--- src/rtl/key_pkg.sv ---
// Shared constants and state encoding for the multi-channel key debouncer.
// Defaults assume a 50 MHz system clock.
package key_pkg;

    localparam int unsigned CNT_MAX_DEF    = 999_999;     // 20 ms
    localparam int unsigned LONG_MAX_DEF   = 49_999_999;  // 1 s
    localparam int unsigned REPEAT_MAX_DEF = 9_999_999;   // 200 ms

    typedef logic [1:0] key_state_t;

    localparam key_state_t RELEASED  = 2'd0;
    localparam key_state_t PRESSED   = 2'd1;
    localparam key_state_t LONG_HELD = 2'd2;

endpackage

--- src/rtl/key_filter_ch.sv ---
// One key channel: 2-FF synchroniser, debounce counter, and a hold/repeat
// state machine that emits one-cycle press/release/long/repeat pulses.
module key_filter_ch
    import key_pkg::*;
#(
    parameter int unsigned CNT_MAX    = CNT_MAX_DEF,
    parameter int unsigned LONG_MAX   = LONG_MAX_DEF,
    parameter int unsigned REPEAT_MAX = REPEAT_MAX_DEF,
    parameter bit          REPEAT_EN  = 1'b1
) (
    input  logic clk,
    input  logic rst_n,
    input  logic key_in,
    output logic key_level,
    output logic press_flag,
    output logic release_flag,
    output logic long_flag,
    output logic repeat_flag
);

    localparam int CW = $clog2(CNT_MAX) + 1;
    localparam int HW = $clog2(LONG_MAX) + 1;
    localparam int RW = $clog2(REPEAT_MAX) + 1;

    logic [1:0]    sync_ff;
    logic          key_sync;
    logic [CW-1:0] cnt;
    logic [HW-1:0] hold;
    logic [RW-1:0] rpt;
    key_state_t    state;
    logic          accept;
    logic          releasing;
    logic          hold_done;
    logic          rpt_done;

    assign key_sync  = sync_ff[1];
    assign accept    = (key_sync != key_level) && (cnt == CW'(CNT_MAX - 1));
    assign releasing = accept && key_sync;
    assign hold_done = (state == PRESSED) && (hold == HW'(LONG_MAX - 1));
    assign rpt_done  = REPEAT_EN && (state == LONG_HELD) && (rpt == RW'(REPEAT_MAX - 1));

    always_ff @(posedge clk or negedge rst_n) begin
        if (!rst_n) begin
            sync_ff      <= 2'b11;
            key_level    <= 1'b1;
            cnt          <= '0;
            hold         <= '0;
            rpt          <= '0;
            state        <= RELEASED;
            press_flag   <= 1'b0;
            release_flag <= 1'b0;
            long_flag    <= 1'b0;
            repeat_flag  <= 1'b0;
        end else begin
            sync_ff      <= {sync_ff[0], key_in};
            press_flag   <= accept && !key_sync;
            release_flag <= releasing;
            // An accepted release on the same edge outranks long/repeat.
            long_flag    <= hold_done && !releasing;
            repeat_flag  <= rpt_done && !releasing;

            if (key_sync == key_level || accept)
                cnt <= '0;
            else
                cnt <= cnt + CW'(1);

            if (accept)
                key_level <= key_sync;

            if (releasing) begin
                state <= RELEASED;
                hold  <= '0;
                rpt   <= '0;
            end else begin
                case (state)
                    RELEASED: begin
                        hold <= '0;
                        rpt  <= '0;
                        if (accept)
                            state <= PRESSED;
                    end
                    PRESSED: begin
                        if (hold_done) begin
                            state <= LONG_HELD;
                            rpt   <= '0;
                        end else begin
                            hold <= hold + HW'(1);
                        end
                    end
                    LONG_HELD: begin
                        // hold stays put here, so it saturates instead of wrapping
                        if (rpt_done)
                            rpt <= '0;
                        else if (REPEAT_EN)
                            rpt <= rpt + RW'(1);
                    end
                    default: state <= RELEASED;
                endcase
            end
        end
    end

endmodule

--- src/rtl/multi_key_filter.sv ---
// N-channel key debouncer: reset synchroniser, one key_filter_ch per key,
// and an OR of all press pulses.
module multi_key_filter
    import key_pkg::*;
#(
    parameter int          KEY_NUM    = 4,
    parameter int unsigned CNT_MAX    = CNT_MAX_DEF,
    parameter int unsigned LONG_MAX   = LONG_MAX_DEF,
    parameter int unsigned REPEAT_MAX = REPEAT_MAX_DEF,
    parameter bit          REPEAT_EN  = 1'b1
) (
    input  logic               sys_clk,
    input  logic               sys_rst_n,
    input  logic [KEY_NUM-1:0] key_in,
    output logic [KEY_NUM-1:0] key_level,
    output logic [KEY_NUM-1:0] press_flag,
    output logic [KEY_NUM-1:0] release_flag,
    output logic [KEY_NUM-1:0] long_flag,
    output logic [KEY_NUM-1:0] repeat_flag,
    output logic               any_press
);

    logic [1:0] rst_ff;
    logic       rst_n;

    // Assert asynchronously, release on a clock edge.
    always_ff @(posedge sys_clk or negedge sys_rst_n) begin
        if (!sys_rst_n)
            rst_ff <= 2'b00;
        else
            rst_ff <= {rst_ff[0], 1'b1};
    end

    assign rst_n = rst_ff[1];

    for (genvar i = 0; i < KEY_NUM; i++) begin : g_ch
        key_filter_ch #(
            .CNT_MAX   (CNT_MAX),
            .LONG_MAX  (LONG_MAX),
            .REPEAT_MAX(REPEAT_MAX),
            .REPEAT_EN (REPEAT_EN)
        ) u_ch (
            .clk         (sys_clk),
            .rst_n       (rst_n),
            .key_in      (key_in[i]),
            .key_level   (key_level[i]),
            .press_flag  (press_flag[i]),
            .release_flag(release_flag[i]),
            .long_flag   (long_flag[i]),
            .repeat_flag (repeat_flag[i])
        );
    end

    assign any_press = |press_flag;

endmodule

--- config.mk ---
export PLATFORM = sky130hd
export DESIGN_NAME = multi_key_filter
export DESIGN_NICKNAME = d
export VERILOG_FILES = /design/src/rtl/key_pkg.sv /design/src/rtl/key_filter_ch.sv /design/src/rtl/multi_key_filter.sv
export SDC_FILE = /design/constraint.sdc
export NUM_CORES = 1
export LEC_CHECK = 0
export CORE_UTILIZATION = 28
export CTS_BUF_LIST = sky130_fd_sc_hd__clkbuf_8
export DETAILED_ROUTE_END_ITERATION = 10
export PLACE_DENSITY = 0.42
export SYNTH_ARGS = -nofsm -noshare
export SYNTH_HDL_FRONTEND = slang
export SYNTH_SLANG_ARGS = --single-unit
--- constraint.sdc ---
create_clock -name sys_clk -period 26 [get_ports sys_clk]
set_input_delay 2.6 -clock sys_clk [delete_from_list [all_inputs] [get_ports sys_clk]]
set_output_delay 2.6 -clock sys_clk [all_outputs]
set_load 0.05 [all_outputs]
==> flow_results.org <==
** Status
- The run finished with clean final reports.

** Synthesis
- The average instance in the mapped netlist occupies 9.015 um^2.
- Yosys attributes the largest share of cell area to dfrtp_1 41%, nand3_1 5.0%, nand4_1 3.8%, nor2_1 3.7%, nand2_1 3.1%.
- The number of nets in the synthesized netlist is roughly 2200.
- Of the total synthesized cell area, the portion taken by AND, OR, NAND and NOR gates is 0.3353.
- Of the synthesized area, sequential elements account for 0.4284.
- Leading cell type by number of instances after synthesis :: dfrtp_1
- Measured against the total synthesized area, the mux share comes to 0.002786.
- Number of flops mapped to enable cells by yosys :: 0
- Yosys mapped the design onto 81 distinct sky130hd cell types.
- Count of synthesis-stage warnings from yosys :: 0
- Combinational family with the most area after synthesis :: simple AND/OR/NAND/NOR gates
- Top cell type's share of synthesized area :: 0.4121
- Cell type with the highest aggregate area in the netlist :: dfrtp_1
- Area fraction in compound gates after synthesis :: 0.1373
- Counting every instance in the synthesized netlist gives 2142.
- Most common library cells after synthesis :: 318 x dfrtp_1, 193 x nand3_1, 191 x nor2_1, 159 x nand2_1, 116 x nand4_1
- The synthesized design contains 330 register bits.
- The cell area that synthesis handed to floorplanning was 19310 um^2.
- Top flip-flop cell by instance count after synthesis :: dfrtp_1
- For this run, asynchronously set or reset flops after synthesis account for 1.000.
- Of the total synthesized cell area, the portion taken by XOR and XNOR cells is 0.03629.
- Post-synthesis adder-cell area fraction :: 0.01555

** Power
- Static Leakage :: 8.638 nW
- Of the total power, combinational logic draws 0.015.
- The worst-case IR drop observed on VDD is 0.02947 mV.
- Clock network fraction of design power :: 0.502
- Internal power consumption :: 0.8143 mW
- Sw Ratio :: 0.2453
- Summing internal, switching and leakage power gives 1.079 mW.
- Power per cell area :: 50.16 nW/um^2
- For this design the total switching power over the nets is between 0.2 and 0.3 mW.
- Of the total power, registers draw 0.483.

** Detailed routing
- The count of nets left with antenna violations once routing finished came out at 0.
- Wirelength, routed :: 52.19 mm
- Wire length on met1 :: about 25 mm
- Average wire per standard cell :: 17.18 um
- Top layer reached by signal wires :: met4
- Iteration-0 DRC count of the detailed router :: 1499
- In the routed layout, each cell is associated on average with a via count of 5.542.
- Wire length on met3 :: 2.188 mm
- First-pass iteration count of the detailed router :: 5
- After detailed routing, the number of remaining DRC violations is 0.
- The final route contains between 15000 and 20000 vias.
- In the detailed route, the total length drawn on met2 is between 20 and 25 mm.

** Final layout
- Final core utilization :: 0.3175
- Filler cell count :: 7011
- Footprint of the flip-flops and latches :: about 8300 um^2
- Final standard cell area without fillers :: 21510 um^2
- From synthesis to final layout, the design area changed by 11.40%.
- Post-layout nets :: 2142
- Fraction of final layout cells sized beyond drive strength 1 :: 0.07906
- Summing all multi-input logic gate instances after layout gives 10200 um^2.

** GRT
- GR Overflow Total :: 0
- Entering global routing, the biggest net connects ~150 pins.
- GR Util All Layers :: 0.1503
- The number of antenna violations at the first check in global routing came to 1.
- The via count of the first global-routing pass is 16068.
- First-pass GRT wire length :: a little under 90 mm

** CTS
- Number of buffers created by CTS :: 68
- Clock transition at path regs :: 50 ps
- # resized after CTS :: 0
- The later pin in the worst-skew pair is clocked with a latency of ~650 ps.
- Buffer cell driving the clock tree root :: clkbuf_8
- Number of hold buffers added after cts :: 0
- TritonCTS built the clock tree.
- The H-tree was split into 3 levels.
- Number of clock sinks :: 330
- In this run the post-CTS setup repair buffer count came out at 0.
- Clk buf depth :: 3

** Worst setup path
- Tracing the worst setup path back leads to its startpoint at g_ch[0].u_ch.press_flag$_DFF_PN0_.
- The kind of cell with the highest combined delay along the critical path is buffers and inverters.
- Launching element type of the critical path :: register
- The number of cells on the worst reg-to-reg path is 7.
- The worst setup path is captured at an output port.
- Levels on crit path :: 2
- Category of the critical setup timing path :: reg2out
- Walking the worst path, the cells encountered are or4_1 -> clkdlybuf4s50_1.
- Slowest CP cell :: clkdlybuf4s50_1
- The startpoint identified for the worst register-to-register timing path is g_ch[1].u_ch.cnt[12]$_DFF_PN0_.
- The setup check on the worst reg-to-reg path leaves a slack of roughly 22000 ps.
- The most critical setup path has its endpoint at any_press.
- Worst stage delay on the critical path :: 710 ps
- Data on the critical path is required at its endpoint by 23400 ps.
- Data on the critical path arrives at its endpoint at 2250 ps.
- The number of buffers and inverters on the critical path is 1.
- Of all nets on the critical path, the largest fanout is 2.
- RR Endpoint :: g_ch[1].u_ch.rpt[6]$_DFFE_PN0P_

** STA
- In the post-route analysis, the smallest setup slack over all paths is 21150 ps.
- Number of max-slew violations in the final report :: 0
- Unrepaired setup endpoints after global routing :: no
- The clock arrives with 35.04 ps of skew.
- The number of endpoints with negative hold slack in the final report came to 0.
- Highest achievable clock rate :: about 210 MHz
- Clock period minus worst slack :: 4849 ps
- Portion of the clock cycle consumed by the worst path in the final layout :: 0.1865
- Transition time of the tightest slew-check pin :: 1098 ps
- In this run the tightest slew margin relative to its limit is 0.2653.
- Final setup viols :: 0
- In the final timing run, aggregate negative setup slack is 0 ps.

** Floorplanning
- The floorplan has 95 rows.
- DIE AREA :: 70020 um^2
- The die is 264.6 um wide.
- I/O pin count :: 27
- Core Area :: between 60000 and 70000 um^2
- Die Ht :: 264.6 um
- Initial Utilization :: 0.2850

** Placement
- Placer Congestion :: roughly 0.80
- Placed wire-length estimate :: 32.94 mm
- Post-Place Cell Area :: 20180 um^2
- Prior to clock tree synthesis, the placed netlist has a worst setup slack of 21800 ps.
- Number of port buffers :: 26

** Hold path
- Worst Hold Class :: reg2reg

** Flow run
- Across the run, the number of max-cap violations was 0.
-- sequential cells by signal, summed over array words and instances, names as in the netlist --
name,cells
g_ch.u_ch.repeat_flag,4
g_ch.u_ch.rpt,100
g_ch.u_ch.hold,108
rst_ff,2
g_ch.u_ch.press_flag,4
g_ch.u_ch.sync_ff,8
g_ch.u_ch.long_flag,4
g_ch.u_ch.release_flag,4
g_ch.u_ch.key_level,4
g_ch.u_ch.state,8
g_ch.u_ch.cnt,84
-- final cells by class --
class | instances | area share
timing repair buffer | 43 | 0.01861
inverter | 54 | 0.009423
sequential | 330 | 0.3848
multi-input combinational | 1615 | 0.4743
tap | 873 | 0.05078
clock buffer | 85 | 0.05439
antenna | 1 | 0.0001163
clock inverter | 36 | 0.007562
-- cell usage in the layout (no fill, tap or decap), types with 9 or more instances in the layout --
master / synthesis / final
nor3_1: 95 / 95
ha_1: 24 / 24
a211oi_1: 15 / 15
a32oi_1: 9 / 9
nand2_1: 159 / 158
and4_1: 68 / 68
clkdlybuf4s50_1: 0 / 26
nand2b_1: 13 / 13
or4_1: 31 / 31
nor2_1: 191 / 190
a211o_1: 39 / 39
buf_4: 21 / 16
o31ai_1: 9 / 9
a21oi_1: 24 / 24
o21ai_0: 48 / 48
o211ai_1: 34 / 34
nor4b_1: 22 / 22
xnor2_1: 44 / 44
and3_1: 34 / 34
nand4b_1: 10 / 10
nand4_1: 116 / 116
dfrtp_1: 318 / 317
dfstp_2: 12 / 12
or3_1: 34 / 34
and2_1: 35 / 35
nor2b_1: 9 / 9
a31oi_1: 24 / 24
or2_2: 23 / 23
a21o_1: 25 / 25
clkbuf_8: 0 / 85
a221o_1: 51 / 51
inv_1: 53 / 80
xor2_1: 36 / 36
nor4_1: 74 / 74
nand3_1: 193 / 193
-- metal layers --
layer,vias up,global-route usage
met5,-,0
met4,0,0.05233
met3,85,0.02796
met2,358,0.2371
met1,8303,0.2053
li1,8085,-
-- cell families (layout without fill, tap and decap cells) --
logic type	after synthesis	after routing
adders and majority gates	24	24
and+or+nand+nor	1160	1160
DFF	330	330
muxes	5	5
buffers and inverters	197	218
xor gates and xnor gates	80	80
AOI/OAI and AO/OA	345	345
other	1	2
-- worst min-delay path by stage --
stage,depth (start not counted),slack [ps],end,start
4_1_cts,0,330,rst_ff[1]$_DFF_PN0_,rst_ff[0]$_DFF_PN0_
3_5_place_dp,0,340,rst_ff[1]$_DFF_PN0_,rst_ff[0]$_DFF_PN0_
3_3_place_gp,0,340,rst_ff[1]$_DFF_PN0_,rst_ff[0]$_DFF_PN0_
6_report,0,330,rst_ff[1]$_DFF_PN0_,rst_ff[0]$_DFF_PN0_
2_1_floorplan,0,330,rst_ff[1]$_DFF_PN0_,rst_ff[0]$_DFF_PN0_
5_1_grt,0,330,rst_ff[1]$_DFF_PN0_,rst_ff[0]$_DFF_PN0_
-- power by group through the flow --
stage / Combinational [mW] / Sequential, mW / Clock [mW]
2_1_floorplan: 0.00514 / 0.535 / 0
3_3_place_gp: 0.0173 / 0.530 / 0
3_5_place_dp: 0.0174 / 0.530 / 0
4_1_cts: 0.0174 / 0.521 / 0.572
5_1_grt: 0.0195 / 0.521 / 0.592
6_report: 0.0162 / 0.521 / 0.542
-- through the flow --
step,cells,hold WS (ps)
after floorplan,2142,331.2
after global placement,2915,337.0
after detailed placement,2915,342.6
after CTS,3036,327.9
after global routing,3037,334.2
final,3037,334.2
No activity file was read; power rests on OpenSTA's default activity.
==> variant (same settings) <==
`KEY_NUM`: 4 -> 3.
--- a/src/rtl/multi_key_filter.sv
+++ b/src/rtl/multi_key_filter.sv
@@ -4,5 +4,5 @@
     import key_pkg::*;
 #(
-    parameter int          KEY_NUM    = 4,
+    parameter int          KEY_NUM    = 3,
     parameter int unsigned CNT_MAX    = CNT_MAX_DEF,
     parameter int unsigned LONG_MAX   = LONG_MAX_DEF,
Interface: changed (6 resized); port bits go from 27 to 21. No check against the original RTL was run, so the function may have changed too.
==> variant against the original RTL <==
  * Sequential cell count fell by 82
  * Register-to-register slack better by 0.16 ns
  * Hold slack better by 0.016 ns
  * Highest routed layer unchanged
  * Final area fell by 24%
  * Non-clock buffer count is 5 lower
  * Wire length is 24% lower
  * Setup slack worse by 0.044 ns
  * Total power down 22%
  * Die area shrank 25%
  * Area after synthesis fell by 25%
  * Clock power is 19% lower
  * Global-route usage increased by 0.24 points
  * Fmax decreased by 0.91%
==> variant: results (changes against the original RTL) <==
outcome finished, final reports clean; Synth Area in Compound Gates 13.6% (-0.13 points); slowest stage delay, CP 0.74 ns (+0.03 ns); wire per inst 17.2 um (about the same); layout cells sized above 1 9.00% (+1.1 points); IO Port Bufs 20 (-23%); maximum vdd drop 0.0322 mV (+9.1%); number of global-route vias before repair 12500 (-22%); gr usage total 15.3% (+0.24 points); XOR/XNOR Fraction of Synth Area 3.50% (-0.13 points); Least-Margin Pin Slew 1.36 ns (+0.266 ns); DRT met1 WL 19600 um (-21%); reg2reg setup slack 22.65 ns (+0.16 ns); CP arrival 2.29 ns (+0.04 ns); most area-consuming cells after synthesis dfrtp_1 41%, nand3_1 5.7%, nand4_1 3.9%; reg2reg end g_ch[0].u_ch.rpt[18]; WL met3 1730 um (-21%); First DRT Iteration DRCs 801 (-47%); P_leak 6.49 nW (-25%); Num CTS Buffers 52 (-24%); Cell variety after synth 80 (-1.2%); worst-case clock skew 0.0381 ns (+0.00302 ns); H-Tree Depth 2 (-1); biggest regs g_ch.u_ch.hold: 81 flops, g_ch.u_ch.rpt: 75 flops, g_ch.u_ch.cnt: 63 flops; mux share of post-synthesis cell area 0.508% (+0.23 points); Die ar. 52800 um2 (-25%); Adder-Cell Fraction of Synth Area 1.55% (-0.0053 points); Place WS 21.75 ns (-0.0492 ns); placed wire-length estimate 25000 um (-24%); Met2 Wirelength 17600 um (-26%); register area share after synthesis 42.8% (-0.059 points); vias per cell 5.45 (-1.6%); grt met2 use 23.2% (-0.49 points); global-route wire length before repair 66800 um (-23%); most frequent cells after synthesis 239 x dfrtp_1, 166 x nand3_1, 117 x nor2_1; largest net degree at the start of global routing 76 (-48%); post-route minimum period 4.89 ns (+0.0444 ns); GPL Wtd Cong 0.785 (-1.6%); worst r2r src g_ch[0].u_ch.hold[0]; met3 Track Usage GR 3.29% (+0.49 points); Hold Slack 0.350 ns (+0.0157 ns); R2R cell count 9 (+2)
[variant: layout make-up]
| cell class | count | area (um2) |
|---|---|---|
| Fill cell | 5444 | 35000 |
| Inverter | 57 | 214 |
| Tap cell | 680 | 851 |
| Antenna cell | 1 | 2.50 |
| Multi-Input combinational cell | 1193 | 7580 |
| Clock inverter | 30 | 176 |
| Clock buffer | 67 | 922 |
| Sequential cell | 248 | 6220 |
| Timing Repair Buffer | 38 | 335 |
[variant: through the flow]
stage                     area, um2  cells
after floorplan               14500   1604
final                         16300   2314
after global routing          16300   2314
after global placement        15200   2216
after detailed placement      15200   2216
after CTS                     16300   2313
[variant: cell families (layout without fill, tap and decap cells)]
group	after synthesis	after routing
other	1	2
xor gates and xnor gates	58	58
AOI/OAI and AO/OA	275	275
buffers and inverters	163	192
muxes	7	7
and+or+nand+nor	834	834
adders and majority gates	18	18
DFF	248	248
[variant: power breakdown]
group	internal [mW]	switching, mW
sequential	0.388	0.00391
combinational	0.00276	0.00931
clock	0.250	0.190
total	0.641	0.203
